$ cat src/rtl/i2s_pkg.sv
// -----------------------------------------------------------------------------
// i2s_pkg
//   Shared definitions for the I2S transmitter/receiver pair.
//   - WIDTH_DEF : default sample width, common to both directions
//   - CH_LEFT / CH_RIGHT : lrclk levels for each channel
//   - rx_state_e : receiver FSM encoding
// -----------------------------------------------------------------------------
package i2s_pkg;

    localparam int WIDTH_DEF = 16;

    localparam logic CH_LEFT  = 1'b0;
    localparam logic CH_RIGHT = 1'b1;

    typedef enum logic {
        UNSYNCED = 1'b0,
        RUN      = 1'b1
    } rx_state_e;

endpackage

$ cat src/rtl/i2s_rx_sync.sv
// -----------------------------------------------------------------------------
// i2s_rx_sync
//   Brings the asynchronous I2S pins into the clk domain. Each pin goes through
//   a 2-FF synchronizer; sclk gets a third flop for rising-edge detection. The
//   edge strobe and the lrclk/din samples are registered once more together,
//   so all three outputs carry the values present at the same sclk rise.
//
// Ports
//   clk_i        system clock
//   rst_n_i      synchronous active-low reset
//   sclk_i       I2S bit clock (async)
//   lrclk_i      word select (async)
//   din_i        serial data (async)
//   sclk_rise_o  one-cycle strobe per sclk rising edge
//   lr_s_o       lrclk sampled at that rise
//   din_s_o      din sampled at that rise
// -----------------------------------------------------------------------------
module i2s_rx_sync (
    input  logic clk_i,
    input  logic rst_n_i,
    input  logic sclk_i,
    input  logic lrclk_i,
    input  logic din_i,
    output logic sclk_rise_o,
    output logic lr_s_o,
    output logic din_s_o
);

    logic sclk_meta_q;
    logic sclk_sync_q;
    logic sclk_last_q;
    logic lr_meta_q;
    logic lr_sync_q;
    logic din_meta_q;
    logic din_sync_q;
    logic rise_q;
    logic lr_q;
    logic din_q;

    always_ff @(posedge clk_i) begin
        if (!rst_n_i) begin
            sclk_meta_q <= 1'b0;
            sclk_sync_q <= 1'b0;
            sclk_last_q <= 1'b0;
            lr_meta_q   <= 1'b0;
            lr_sync_q   <= 1'b0;
            din_meta_q  <= 1'b0;
            din_sync_q  <= 1'b0;
            rise_q      <= 1'b0;
            lr_q        <= 1'b0;
            din_q       <= 1'b0;
        end else begin
            sclk_meta_q <= sclk_i;
            sclk_sync_q <= sclk_meta_q;
            sclk_last_q <= sclk_sync_q;
            lr_meta_q   <= lrclk_i;
            lr_sync_q   <= lr_meta_q;
            din_meta_q  <= din_i;
            din_sync_q  <= din_meta_q;
            // Edge strobe and data samples share this final stage so that
            // lr_q/din_q are exactly the values seen at the detected rise.
            rise_q      <= sclk_sync_q & ~sclk_last_q;
            lr_q        <= lr_sync_q;
            din_q       <= din_sync_q;
        end
    end

    assign sclk_rise_o = rise_q;
    assign lr_s_o      = lr_q;
    assign din_s_o     = din_q;

endmodule

$ cat src/rtl/i2s_receiver.sv
// -----------------------------------------------------------------------------
// i2s_receiver
//   Slave-mode I2S receiver. Samples externally driven sclk/lrclk/din, recovers
//   one left and one right MSB-first two's-complement word per frame and
//   presents them as a registered stereo pair with a one-cycle valid strobe.
//
//   Optional feature macro: I2S_RX_MONO_EN adds mono_o, the registered average
//   of left and right, updated together with left_o/right_o.
//
// Ports
//   clk48m_i  system clock
//   rst_n_i   synchronous active-low reset
//   sclk_i    I2S bit clock (async)
//   lrclk_i   word select, 0 = left, 1 = right (async)
//   din_i     serial data (async)
//   left_o    last completed left word
//   right_o   last completed right word
//   mono_o    (I2S_RX_MONO_EN only) (left + right) >>> 1
//   valid_o   one-cycle pulse when left_o/right_o update
//   synced_o  high once the first lrclk edge after reset has been seen
//
// FSM states
//   state    | meaning
//   ---------+------------------------------------------------------------
//   UNSYNCED | after reset; data ignored, waiting for an lrclk transition
//   RUN      | framed; shifting bits, closing a word on each lrclk change
// -----------------------------------------------------------------------------
module i2s_receiver
    import i2s_pkg::*;
#(
    parameter int WIDTH = WIDTH_DEF,
    parameter int CNT_W = 6
) (
    input  logic             clk48m_i,
    input  logic             rst_n_i,
    input  logic             sclk_i,
    input  logic             lrclk_i,
    input  logic             din_i,
    output logic [WIDTH-1:0] left_o,
    output logic [WIDTH-1:0] right_o,
`ifdef I2S_RX_MONO_EN
    output logic [WIDTH-1:0] mono_o,
`endif
    output logic             valid_o,
    output logic             synced_o
);

    localparam logic [CNT_W-1:0] CNT_MAX   = '1;
    localparam logic [CNT_W-1:0] CNT_ONE   = CNT_W'(1);
    localparam logic [CNT_W-1:0] WIDTH_CNT = CNT_W'(WIDTH);

    logic sclk_rise;
    logic lr_s;
    logic din_s;

    i2s_rx_sync u_sync (
        .clk_i       (clk48m_i),
        .rst_n_i     (rst_n_i),
        .sclk_i      (sclk_i),
        .lrclk_i     (lrclk_i),
        .din_i       (din_i),
        .sclk_rise_o (sclk_rise),
        .lr_s_o      (lr_s),
        .din_s_o     (din_s)
    );

    rx_state_e        state_q;
    logic [CNT_W-1:0] cnt_q;
    logic [WIDTH-1:0] shreg_q;
    logic             lr_prev_q;
    logic [WIDTH-1:0] left_hold_q;
    logic             left_seen_q;
    logic [WIDTH-1:0] left_q;
    logic [WIDTH-1:0] right_q;
    logic             valid_q;
    logic             synced_q;

    logic             room;
    logic [WIDTH-1:0] shreg_shift;
    logic [CNT_W-1:0] cnt_sat;
    logic [CNT_W-1:0] shamt;
    logic [WIDTH-1:0] word_d;

    // Bits past WIDTH are counted but not stored.
    assign room        = (cnt_q < WIDTH_CNT);
    assign shreg_shift = {shreg_q[WIDTH-2:0], din_s};
    assign cnt_sat     = (cnt_q == CNT_MAX) ? cnt_q : cnt_q + CNT_ONE;

    // Completed word as it would be closed on this edge. When there is still
    // room, the closing bit is shifted in and the result is left-aligned so a
    // short word is zero-padded in its LSBs. A full register is already aligned.
    always_comb begin
        shamt  = '0;
        word_d = shreg_q;
        if (room) begin
            shamt  = WIDTH_CNT - cnt_q - CNT_ONE;
            word_d = shreg_shift << shamt;
        end
    end

`ifdef I2S_RX_MONO_EN
    logic [WIDTH:0]   mono_sum;
    logic [WIDTH-1:0] mono_d;
    logic [WIDTH-1:0] mono_q;

    // Sign-extend both channels to WIDTH+1 bits; dropping the LSB of the sum
    // is the arithmetic shift right by one.
    assign mono_sum = {left_hold_q[WIDTH-1], left_hold_q} + {word_d[WIDTH-1], word_d};
    assign mono_d   = mono_sum[WIDTH:1];
`endif

    always_ff @(posedge clk48m_i) begin
        if (!rst_n_i) begin
            state_q     <= UNSYNCED;
            cnt_q       <= '0;
            shreg_q     <= '0;
            lr_prev_q   <= 1'b0;
            left_hold_q <= '0;
            left_seen_q <= 1'b0;
            left_q      <= '0;
            right_q     <= '0;
            valid_q     <= 1'b0;
            synced_q    <= 1'b0;
`ifdef I2S_RX_MONO_EN
            mono_q      <= '0;
`endif
        end else begin
            valid_q <= 1'b0;
            if (sclk_rise) begin
                lr_prev_q <= lr_s;
                case (state_q)
                    UNSYNCED: begin
                        if (lr_s != lr_prev_q) begin
                            state_q  <= RUN;
                            synced_q <= 1'b1;
                            cnt_q    <= '0;
                            shreg_q  <= '0;
                        end
                    end
                    RUN: begin
                        if (lr_s == lr_prev_q) begin
                            if (room) begin
                                shreg_q <= shreg_shift;
                            end
                            cnt_q <= cnt_sat;
                        end else begin
                            // One-bit I2S delay: this edge still carries the
                            // last bit of the channel that just ended.
                            if (lr_prev_q == CH_LEFT) begin
                                left_hold_q <= word_d;
                                left_seen_q <= 1'b1;
                            end else if (left_seen_q) begin
                                left_q  <= left_hold_q;
                                right_q <= word_d;
                                valid_q <= 1'b1;
`ifdef I2S_RX_MONO_EN
                                mono_q  <= mono_d;
`endif
                            end
                            cnt_q   <= '0;
                            shreg_q <= '0;
                        end
                    end
                    default: begin
                        state_q <= UNSYNCED;
                    end
                endcase
            end
        end
    end

    assign left_o   = left_q;
    assign right_o  = right_q;
    assign valid_o  = valid_q;
    assign synced_o = synced_q;
`ifdef I2S_RX_MONO_EN
    assign mono_o   = mono_q;
`endif

endmodule
$ cat config.mk
export PLATFORM = sky130hd
export DESIGN_NAME = i2s_receiver
export DESIGN_NICKNAME = d
export VERILOG_FILES = /design/src/rtl/i2s_pkg.sv /design/src/rtl/i2s_rx_sync.sv /design/src/rtl/i2s_receiver.sv
export SDC_FILE = /design/constraint.sdc
export NUM_CORES = 1
export LEC_CHECK = 0
export BUFFER_PORTS_ARGS = -buffer_cell sky130_fd_sc_hd__buf_2
export CAP_MARGIN = 20
export CORE_MARGIN = 2
export CORE_UTILIZATION = 45
export CTS_CLUSTER_SIZE = 10
export DETAILED_ROUTE_END_ITERATION = 12
export GPL_TIMING_DRIVEN = 1
export PLACE_DENSITY = 0.63
export SLEW_MARGIN = 20
export SYNTH_ARGS = -nofsm -noshare
export SYNTH_HDL_FRONTEND = slang
export SYNTH_SLANG_ARGS = --single-unit
$ cat constraint.sdc
create_clock -name clk48m_i -period 2.3 [get_ports clk48m_i]
set_clock_uncertainty 0.05 [all_clocks]
set_input_delay 0.69 -clock clk48m_i [delete_from_list [all_inputs] [get_ports clk48m_i]]
set_output_delay 0.69 -clock clk48m_i [all_outputs]
set_load 0.005 [all_outputs]
==> qor.csv, run 1 <==
metric,value,unit
run_status,"complete, no violations",
arrival,2290,ps
setup_tns,0,ps
mux_cell_area_share_after_synthesis,8.08,%
netlist_instances,476,
power.share.combinational,1.9,%
ys_dominant_reg_cell,dfxtp_1,
worst-endpoint-required,2490,ps
max_cap_violation_count,0,
tritoncts,built,
insertedDiodeCount,0,
cts-root-to-sink-buffers,2,
maxSlewViolCount,0,
core,0.00911,mm2
power.static_leakage,0.00178,uW
power_report.internal_total,2230,uW
ys_warn_count,0,
top_level_ports,39,
seq_area_frac_synth,41.0,%
route.antenna.remaining_nets,0,
synth-compound-area-share,22.1,%
chipHeight,100,um
hold_violations,0,
die-area,0.0100,mm2
timing.hold.ws,380,ps
groute.usage.overall,22.6,%
grt_first_pass_wirelength,17600,um
cts_hold_buf,0,
filler_cell_count,856,
final_min_period_over_clock_period,91.4,%
yosys.area_share.simple,20.9,%
antenna_found_initial,0,
initial_utilization,45.5,%
seq_power_share,52.2,%
synth-edff-count,0,
h-tree-depth,3,
final_wirelength,11100,um
average_instance_area_after_synthesis,8.71,um2
number_of_gates_given_a_new_drive_strength_after_cts,0,
post_synth_fa_ha_maj_area_fraction,1.21,%
detailed_placement_hpwl,8060,um
crit_type,flip-flop to flip-flop,
post_synth_num_cell_types,63,
post_cts_buffers,0,
p_sw,601,uW
synth_seq_cells,85,
fin_nets,521,
main_combinational_cell_family_by_area_after_synthesis,compound AO/OA/AOI/OAI gates,
setup_viol,0,
final_period_minus_worst_setup_slack,2100,ps
avgRoutedWirePerCell,17.7,um
clock_sinks,85,
placement.io_buffers,38,
rsz_0062_raised_after_global_routing,false,
startpoint_types,flip-flop,
worst_ir_drop_vdd,0.000402,V
length_of_the_first_detailed_routing_pass_in_iterations,4,
layout_overhead_on_the_synthesized_area,14.9,%
postSynth.asyncResetShare,0,%
synth-xor-area-share,0.845,%
vias,3532,
syn-num-nets,485,
fmax,0.476,GHz
overflow,0,
finalWeightedCongestion,0.989,
route.detailed.vias_per_inst,5.63,
post_route_cells_drive_above_1_share,18.4,%
clk-insertion-delay-late,350,ps
grt_pass1_vias,3377,
fp-row-count,35,
critPathCaptureType,flip-flop,
detail_route.drc_violations,0,
tightestPinTransition,583,ps
chipWidth,100,um
clock_tree.root_cell,clkbuf_8,
power.switching_fraction,21.2,%
dr.first_iter.drc_count,259,
p_clk_share,45.9,%
holdCritPathClass,flip-flop to flip-flop,
grt_max_degree,43,
total_power_per_unit_cell_area,594,mW/mm2
worstPathMaxFanout,17,
synthesis.area,0.00415,mm2
clock_pin_slew_of_the_registers_on_the_worst_case_setup_and_hold_paths,90,ps
cts_buf_count,9,
max_slew_margin,60.9,%
-- worst max-delay path, cell delays in order (launching register included) --
cell      delay [ps]
dfxtp_1          460
buf_4            300
mux2i_1          450
mux2_2           280
o31ai_1           80
a221oi_2         260
a21oi_1          110
-- power groups by stage --
stage          Combinational, uW  Clock, uW  Sequential, uW
3_3_place_gp                53.3          0            1520
5_1_grt                     58.8       1390            1480
6_report                    53.8       1300            1480
2_1_floorplan               39.1          0            1510
3_5_place_dp                54.5          0            1520
4_1_cts                     54.5       1330            1480
-- synth_stat cells, types with 4 or more instances --
library cell  count  area, um2
dfxtp_1          85       1700
nor2b_1          11       68.8
a31oi_1           8       50.1
inv_1             9       33.8
nor2_1           19       71.3
buf_2             8       40.0
nand3_1          31        155
clkbuf_1         22       82.6
a21boi_0         30        225
nand2_1          71        267
o211a_1           4       40.0
o2bb2ai_1         4       35.0
nand2b_1          8       50.1
and3_1            5       31.3
o22ai_1           4       25.0
a21oi_1          12       60.1
and2_1           12       75.1
a22oi_1           5       37.5
mux2_2            6       67.6
o21ai_1           5       25.0
buf_4             4       30.0
mux2i_1          23        230
ha_1              4       50.1
o21ai_0          19       95.1
o31ai_1           5       37.5
-- through the flow --
stage	worst slack, ps	instances	util (%)	area (um2)	total power [uW]
after global placement	268	612	49.7	4520	1570
final	198	627	52.3	4770	2830
after detailed placement	275	612	49.7	4520	1570
after floorplan	357	476	-	4150	1550
after global routing	73.8	627	52.3	4770	2930
after CTS	228	627	52.3	4770	2860
-- area by class of cell --
class	instances	area [um2]	area share (%)
clock buffer	9	124	2.60
clock inverter	6	120	2.52
inverter	9	33.8	0.709
multi-input combinational	344	2210	46.3
sequential	85	1700	35.7
tap	111	139	2.91
timing repair buffer	63	440	9.24
-- flip-flops by register name, indices dropped and copies added (netlist names), 6 cells and up --
register and flops:
cnt_q 6, left_hold_q 16, shreg_q 16, right_o 16, left_o 16
-- path summary, 6_finish.rpt --
| path | start | slack (ps) | endpoint | cells past startpoint |
|---|---|---|---|---|
| setup / recovery | cnt_q[1] | 200 | right_o[13] | 6 |
| hold / removal | u_sync.sclk_last_q | 380 | u_sync.sclk_rise_o | 1 |
| setup reg to reg | cnt_q[1] | 200 | right_o[13] | 6 |
| hold reg to reg | u_sync.sclk_last_q | 380 | u_sync.sclk_rise_o | 1 |
-- placed cells by master (no fill, tap or decap), types with 3 or more instances in the layout --
| master | Yosys | layout |
|---|---|---|
| nor2b_1 | 11 | 11 |
| inv_1 | 9 | 9 |
| a21boi_0 | 30 | 30 |
| o2bb2ai_1 | 4 | 4 |
| and3_1 | 5 | 5 |
| o31ai_1 | 5 | 5 |
| buf_2 | 8 | 38 |
| bufinv_16 | 0 | 3 |
| nor3_1 | 3 | 3 |
| a311oi_1 | 3 | 3 |
| o311ai_1 | 3 | 3 |
| o22ai_1 | 4 | 4 |
| nand3_1 | 31 | 31 |
| o21ai_0 | 19 | 19 |
| nor2_1 | 19 | 18 |
| mux2_2 | 6 | 6 |
| buf_12 | 1 | 5 |
| o221ai_1 | 3 | 3 |
| dfxtp_1 | 85 | 85 |
| nand2_1 | 71 | 71 |
| o21ai_1 | 5 | 5 |
| a21oi_1 | 12 | 12 |
| clkbuf_8 | 0 | 9 |
| o211a_1 | 4 | 4 |
| a31oi_1 | 8 | 8 |
| buf_4 | 4 | 20 |
| and2_1 | 12 | 12 |
| a21boi_1 | 3 | 3 |
| ha_1 | 4 | 4 |
| nand2b_1 | 8 | 8 |
| mux2i_1 | 23 | 23 |
| a22oi_1 | 5 | 5 |
-- kinds of logic (layout without fill, tap and decap cells) --
group,after synthesis,after routing
xor+xnor,4,4
fa+ha+maj,4,4
simple gates,178,178
buf+inv,47,87
flops,85,85
mux,31,31
compound gates,127,127
-- routing by layer --
metal / vias up / global-route usage [%] / wire, um
met5: - / 0 / 0
li1: 1760 / - / -
met1: 1666 / 30.9 / 5410
met4: 0 / 9.48 / 316
met3: 24 / 4.11 / 380
met2: 82 / 35.2 / 4980
No activity file was read; power rests on OpenSTA's default activity.
==> inputs of run 2 (changes only) <==
ABC_AREA = 1   (was unset)
==> run 2 against run 1 <==
Sequential share of layout area grew 2.2 points. Critical path type unchanged. Largest cell class unchanged. Fmax is 2.9% higher. Sequential cell count stayed put.
==> qor.csv, run 2 <==
metric,value,unit
run_status,"complete, no violations",
most_frequent_cells_in_the_layout,"97 x nand3_1, 84 x dfxtp_1, 82 x nand2_1",
dr.first_iter.drc_count,215,
detailed_placement_hpwl,7880,um
synth-edff-count,0,
final_min_period_over_clock_period,88.8,%
main_combinational_cell_family_by_area_after_synthesis,simple AND/OR/NAND/NOR gates,
synth-xor-area-share,0,%
reg2reg_slack,260,ps
post_synth_num_cell_types,32,
rsz_0062_raised_after_global_routing,false,
timing.hold.worst_endpoint,u_sync.sclk_rise_o,
final_core_util,51.5,%
initial_utilization,46.5,%
placement.io_buffers,38,
layout_commonest_cell,nand3_1,
detail_route.drc_violations,0,
cts_buf_count,9,
groute.usage.overall,23.1,%
post_synth_main_area_contributors,"dfxtp_1 42%, nand3_1 12%, nand2_1 7.6%, nor2_1 6.7%, inv_1 4.9%",
fmax,0.490,GHz
final_wirelength,10900,um
syn-num-nets,577,
critical_path_cell_count,7,
die-area,0.00980,mm2
chipHeight,99.0,um
crit_type,flip-flop to flip-flop,
yosysMostFrequentCell,nand3_1,
mux_cell_area_share_after_synthesis,0,%
max_slew_margin,65.5,%
timing.hold.worst.start,u_sync.sclk_last_q,
core,0.00872,mm2
power.static_leakage,0.00217,uW
route.antenna.remaining_nets,0,
h-tree-depth,3,
overflow,0,
critical_path.cell_chain,inv_1 -> ha_1 -> inv_2 -> buf_4 -> o21ai_2 -> inv_2 -> a211oi_1,
avgRoutedWirePerCell,15.4,um
antenna_found_initial,0,
tritoncts,built,
timing.reg2reg.worst_path_depth,7,
insertedDiodeCount,0,
grt_max_degree,50,
setup_tns,0,ps
crit-reg2reg-capture,shreg_q[3],
crit_path_top_delay_cell,ha_1,
clock_pin_slew_of_the_registers_on_the_worst_case_setup_and_hold_paths,100,ps
synthesis.area,0.00406,mm2
grt_first_pass_wirelength,18000,um
seq_area_frac_synth,41.9,%
timing.hold.worst_path_depth,1,
netlist_instances,568,
cts-root-to-sink-buffers,2,
r2r_start,cnt_q[4],
total_power_per_unit_cell_area,591,mW/mm2
timing.critical_path.mode_cell,inv_2,
timing.critical_path.slowest_cell_delay,440,ps
post_synth_fa_ha_maj_area_fraction,1.23,%
maxSlewViolCount,0,
clk-insertion-delay-late,370,ps
route.detailed.vias_per_inst,5.38,
layout_overhead_on_the_synthesized_area,10.8,%
length_of_the_first_detailed_routing_pass_in_iterations,7,
max_cap_violation_count,0,
setup_viol,0,
grt_pass1_vias,3610,
fin_nets,604,
synth_seq_cells,85,
yosys.area.top_type,dfxtp_1,
worstPathMaxFanout,22,
postSynth.asyncResetShare,0,%
fp-row-count,34,
worst_ir_drop_vdd,0.000343,V
yosys.area_share.simple,30.4,%
ys_dominant_reg_cell,dfxtp_1,
synth_largest_type_area_fraction,41.9,%
clock_sinks,85,
final_period_minus_worst_setup_slack,2040,ps
finalWeightedCongestion,0.914,
holdCritPathClass,flip-flop to flip-flop,
worst-endpoint-required,2530,ps
critPathCaptureType,flip-flop,
average_instance_area_after_synthesis,7.15,um2
synth.cells.most_frequent,"97 x nand3_1, 85 x dfxtp_1, 82 x nand2_1",
chipWidth,99.0,um
worst-path-buf-inv,4,
cpLargestDelayFamily,buffers and inverters,
hold_violations,0,
startpoint_types,flip-flop,
ys_warn_count,0,
tightestPinTransition,516,ps
arrival,2270,ps
post_route_cells_drive_above_1_share,16.7,%
vias,3802,
top_level_ports,39,
synth-compound-area-share,15.3,%
clock_tree.root_cell,clkbuf_8,
-- run 2: cell types whose count changed in the layout (fill, tap and decap cells not counted), sizes merged, moves of 16 or more --
cell / delta
a21boi: -33
inv: +62
mux2i: -23
nand2: +16
nand3: +69
nor2: +57
o21ai: +24
-- run 2: how the worst max path moves through the flow --
stage	slack (ps)	start	end
2_1_floorplan	530	cnt_q[4]	right_o[8]
3_3_place_gp	280	cnt_q[4]	right_o[14]
3_5_place_dp	230	cnt_q[4]	left_hold_q[14]
4_1_cts	210	cnt_q[4]	left_hold_q[14]
5_1_grt	60	lr_prev_q	right_o[0]
6_report	260	cnt_q[4]	shreg_q[3]
-- run 2: report_power, final --
group	switching, uW	leakage (uW)	internal (uW)
Combinational	45.4	0.00138	17.0
Clock	600	0.0000980	510
Sequential	4.91	0.000687	1480
Total	650	0.00217	2010
-- run 2: cell families after synthesis --
logic type	after synthesis
flip-flops	85
buffers and inverters	102
AO/OA/AOI/OAI	107
AND/OR/NAND/NOR	270
adder cells (fa/ha/maj)	4
-- run 2: worst register-to-register path: stages (launching register included) --
cell,delay (ps)
dfxtp_2,360
inv_1,130
ha_1,440
inv_2,100
buf_4,200
o21ai_2,200
inv_2,190
a211oi_1,290
-- run 2: cell type report --
type | instances | area (um2)
inverter | 70 | 265
sequential | 85 | 1700
fill | 893 | 4230
timing repair buffer | 48 | 290
clock buffer | 9 | 124
clock inverter | 6 | 71.3
tap | 108 | 135
multi-input combinational | 381 | 1910
-- run 2: routing by layer --
metal  wire (um)  GRT usage, %  vias up
li1            -             -     1916
met4         244          8.11        0
met3         578          3.90       21
met5           0             0        -
met2        5210          38.7      110
met1        4840          29.9     1755
-- run 2: what timing repair did --
action | CTS | global route
resized for setup | 0 | 1
endpoints found under the setup margin | 0 | 1
setup buffers | 0 | 0
hold buffers | 0 | 0
-- run 2: metrics by stage --
| stage | setup WS [ps] | std cells | hold WS, ps | cell area (um2) | total power, uW |
|---|---|---|---|---|---|
| after floorplan | 532 | 568 | 318 | 4060 | 1560 |
| after global placement | 283 | 692 | 327 | 4300 | 1580 |
| after detailed placement | 227 | 692 | 328 | 4300 | 1580 |
| after CTS | 207 | 707 | 354 | 4490 | 2680 |
| after global routing | 63.7 | 707 | 384 | 4500 | 2740 |
| final | 257 | 707 | 362 | 4500 | 2660 |
==> inputs of run 3 (changes only) <==
--- a/config.mk
+++ b/config.mk
@@ -9,8 +9,10 @@
 export BUFFER_PORTS_ARGS = -buffer_cell sky130_fd_sc_hd__buf_2
 export CAP_MARGIN = 20
+export CORE_ASPECT_RATIO = 0.6
 export CORE_MARGIN = 2
 export CORE_UTILIZATION = 45
 export CTS_CLUSTER_SIZE = 10
 export DETAILED_ROUTE_END_ITERATION = 12
+export GPL_ROUTABILITY_DRIVEN = 0
 export GPL_TIMING_DRIVEN = 1
 export PLACE_DENSITY = 0.63
--- a/constraint.sdc
+++ b/constraint.sdc
@@ -3,3 +3,3 @@
 set_input_delay 0.69 -clock clk48m_i [delete_from_list [all_inputs] [get_ports clk48m_i]]
 set_output_delay 0.69 -clock clk48m_i [all_outputs]
-set_load 0.005 [all_outputs]
+set_load 0.01 [all_outputs]
==> run 3 against run 2 <==
Sequential power about the same. Non-clock buffer count increased by 3. Sequential share of layout area decreased by 1.0 points. Register-to-register slack got worse by 60 ps. Hold slack got worse by 32 ps. Critical path depth increased by 4. Final cell count increased by 0.99%. Fmax decreased by 2.8%. Clock-buffer cell count unchanged. Combinational power increased by 4.5%. Largest cell class unchanged.
==> qor.csv, run 3 (synthesis results as in run 2) <==
metric,value,unit
fp-row-count,26,
power_report.internal_total,2450,uW
tightestPinTransition,575,ps
multi_input_comb_area,0.00191,mm2
register_area,0.00170,mm2
initial_utilization,47.1,%
dr.first_iter.drc_count,348,
chipHeight,77.6,um
groute.usage.overall,21.8,%
p_clk_share,49.6,%
crit_path_top_delay_cell,dfxtp_1,
timing.critical_path.mode_cell,nand3_1,
layout_commonest_cell,nand3_1,
critPathCaptureType,flip-flop,
antenna_found_initial,0,
detail_route.drc_violations,0,
setup_viol,0,
cts-root-to-sink-buffers,2,
tritoncts,built,
post_route_cells_drive_above_1_share,16.9,%
rsz_0062_raised_after_global_routing,false,
worst-endpoint-required,2530,ps
max_slew_margin,61.6,%
total_power_per_unit_cell_area,666,mW/mm2
fin_nets,607,
layout_overhead_on_the_synthesized_area,13.8,%
filler_cell_count,841,
chipWidth,127,um
seq_power_share,48.3,%
arrival,2330,ps
vias,3779,
hold_violations,0,
overflow,0,
insertedDiodeCount,0,
h-tree-depth,3,
timing.hold.ws,331,ps
critical_path.cell_chain,inv_1 -> ha_1 -> inv_6 -> nand2_2 -> o21ai_1 -> nand3_1 -> nand3_1 -> nand3_1 -> nand3_1 -> nand2_1 -> inv_1,
power.switching_fraction,20.4,%
detailed_placement_hpwl,7410,um
cts_hold_buf,0,
timing.critical_path.slowest_cell_delay,410,ps
power.share.combinational,2.1,%
max_cap_violation_count,0,
holdCritPathClass,flip-flop to flip-flop,
clk-insertion-delay-late,340,ps
grt_first_pass_wirelength,17100,um
final_period_minus_worst_setup_slack,2100,ps
route.antenna.remaining_nets,0,
cts_buf_count,9,
crit_type,flip-flop to flip-flop,
most_frequent_cells_in_the_layout,"97 x nand3_1, 85 x dfxtp_1, 82 x nand2_1",
clock_pin_slew_of_the_registers_on_the_worst_case_setup_and_hold_paths,60,ps
final_min_period_over_clock_period,91.3,%
top_level_ports,39,
clock_tree.root_cell,clkbuf_16,
clock_sinks,85,
fmax,0.476,GHz
maxSlewViolCount,0,
run_status,"complete, no violations",
route.detailed.vias_per_inst,5.29,
worstPathMaxFanout,25,
grt_max_degree,30,
worst_ir_drop_vdd,0.000407,V
placement.io_buffers,38,
startpoint_types,flip-flop,
setup_tns,0,ps
length_of_the_first_detailed_routing_pass_in_iterations,5,
p_sw,628,uW
final_wirelength,10200,um
power.static_leakage,0.00223,uW
avgRoutedWirePerCell,14.2,um
grt_pass1_vias,3435,
core,0.00862,mm2
die-area,0.00982,mm2
run 3: changes by cell type in the layout (fill, tap and decap cells not counted):
| cell | previous run | this run |
|---|---|---|
| buf_12 | 2 | 0 |
| clkinv_4 | 0 | 1 |
| clkinvlp_4 | 1 | 0 |
| clkinv_2 | 1 | 2 |
| dfxtp_1 | 84 | 85 |
| bufinv_16 | 1 | 2 |
| inv_8 | 1 | 0 |
| dfxtp_2 | 1 | 0 |
| clkbuf_8 | 9 | 0 |
| inv_2 | 16 | 15 |
| buf_4 | 8 | 13 |
| clkbuf_16 | 0 | 9 |
run 3: worst paths after layout:
| kind | to | cells past startpoint | slack [ps] | from |
|---|---|---|---|---|
| setup / recovery | left_hold_q[14] | 11 | 200 | cnt_q[4] |
| hold / removal | u_sync.sclk_rise_o | 1 | 330 | u_sync.sclk_last_q |
| setup reg to reg | left_hold_q[14] | 11 | 200 | cnt_q[4] |
| hold reg to reg | u_sync.sclk_rise_o | 1 | 330 | u_sync.sclk_last_q |
run 3: per-stage QoR:
stage,instances,utilization [%],total power (uW),instance area (um2),setup WS [ps]
floorplan,568,-,1560,4060,532
global placement,699,49.9,1580,4300,196
detailed placement,699,49.9,1580,4300,117
CTS,714,53.5,3110,4610,97.1
global route,714,53.6,3190,4620,40.5
finish,714,53.6,3070,4620,200
run 3: final cells by class:
type	instances	share of cell area, %
repair buffers	51	6.23
clock inverters	6	1.90
clock buffers	9	4.88
inverters	70	5.85
flip-flops and latches	85	36.8
well taps	112	3.03
multi-input cells	381	41.3
run 3: routing by layer:
layer  share of wire [%]  vias up  track usage (%)  wire, um
met2                  42      125             32.5      4220
met4                 1.4        0             6.26       138
met1                  50     1719             30.3      5050
li1                    -     1921                -         -
met3                 7.3       14             6.97       741
met5                   0        -                0         0
run 3: power by group through the flow:
| stage | clock [uW] | sequential [uW] | combinational, uW |
|---|---|---|---|
| 2_1_floorplan | 0 | 1520 | 45.1 |
| 3_3_place_gp | 0 | 1520 | 64.2 |
| 3_5_place_dp | 0 | 1520 | 64.6 |
| 4_1_cts | 1560 | 1490 | 64.6 |
| 5_1_grt | 1630 | 1490 | 72.6 |
| 6_report | 1520 | 1490 | 65.2 |
run 3: timing repair:
item | 4_1_cts | 5_1_grt
setup endpoints to repair | 0 | 23
endpoints found under the hold margin | 0 | 0
gates resized for setup | 0 | 3
buffers inserted | 0 | 0
run 3: worst max-delay path, delay by kind of cell (launching register included):
kind	cells	cell delay, ps
compound gates	1	230
fa+ha+maj	1	370
buf+inv	3	340
flops	1	410
simple gates	6	630
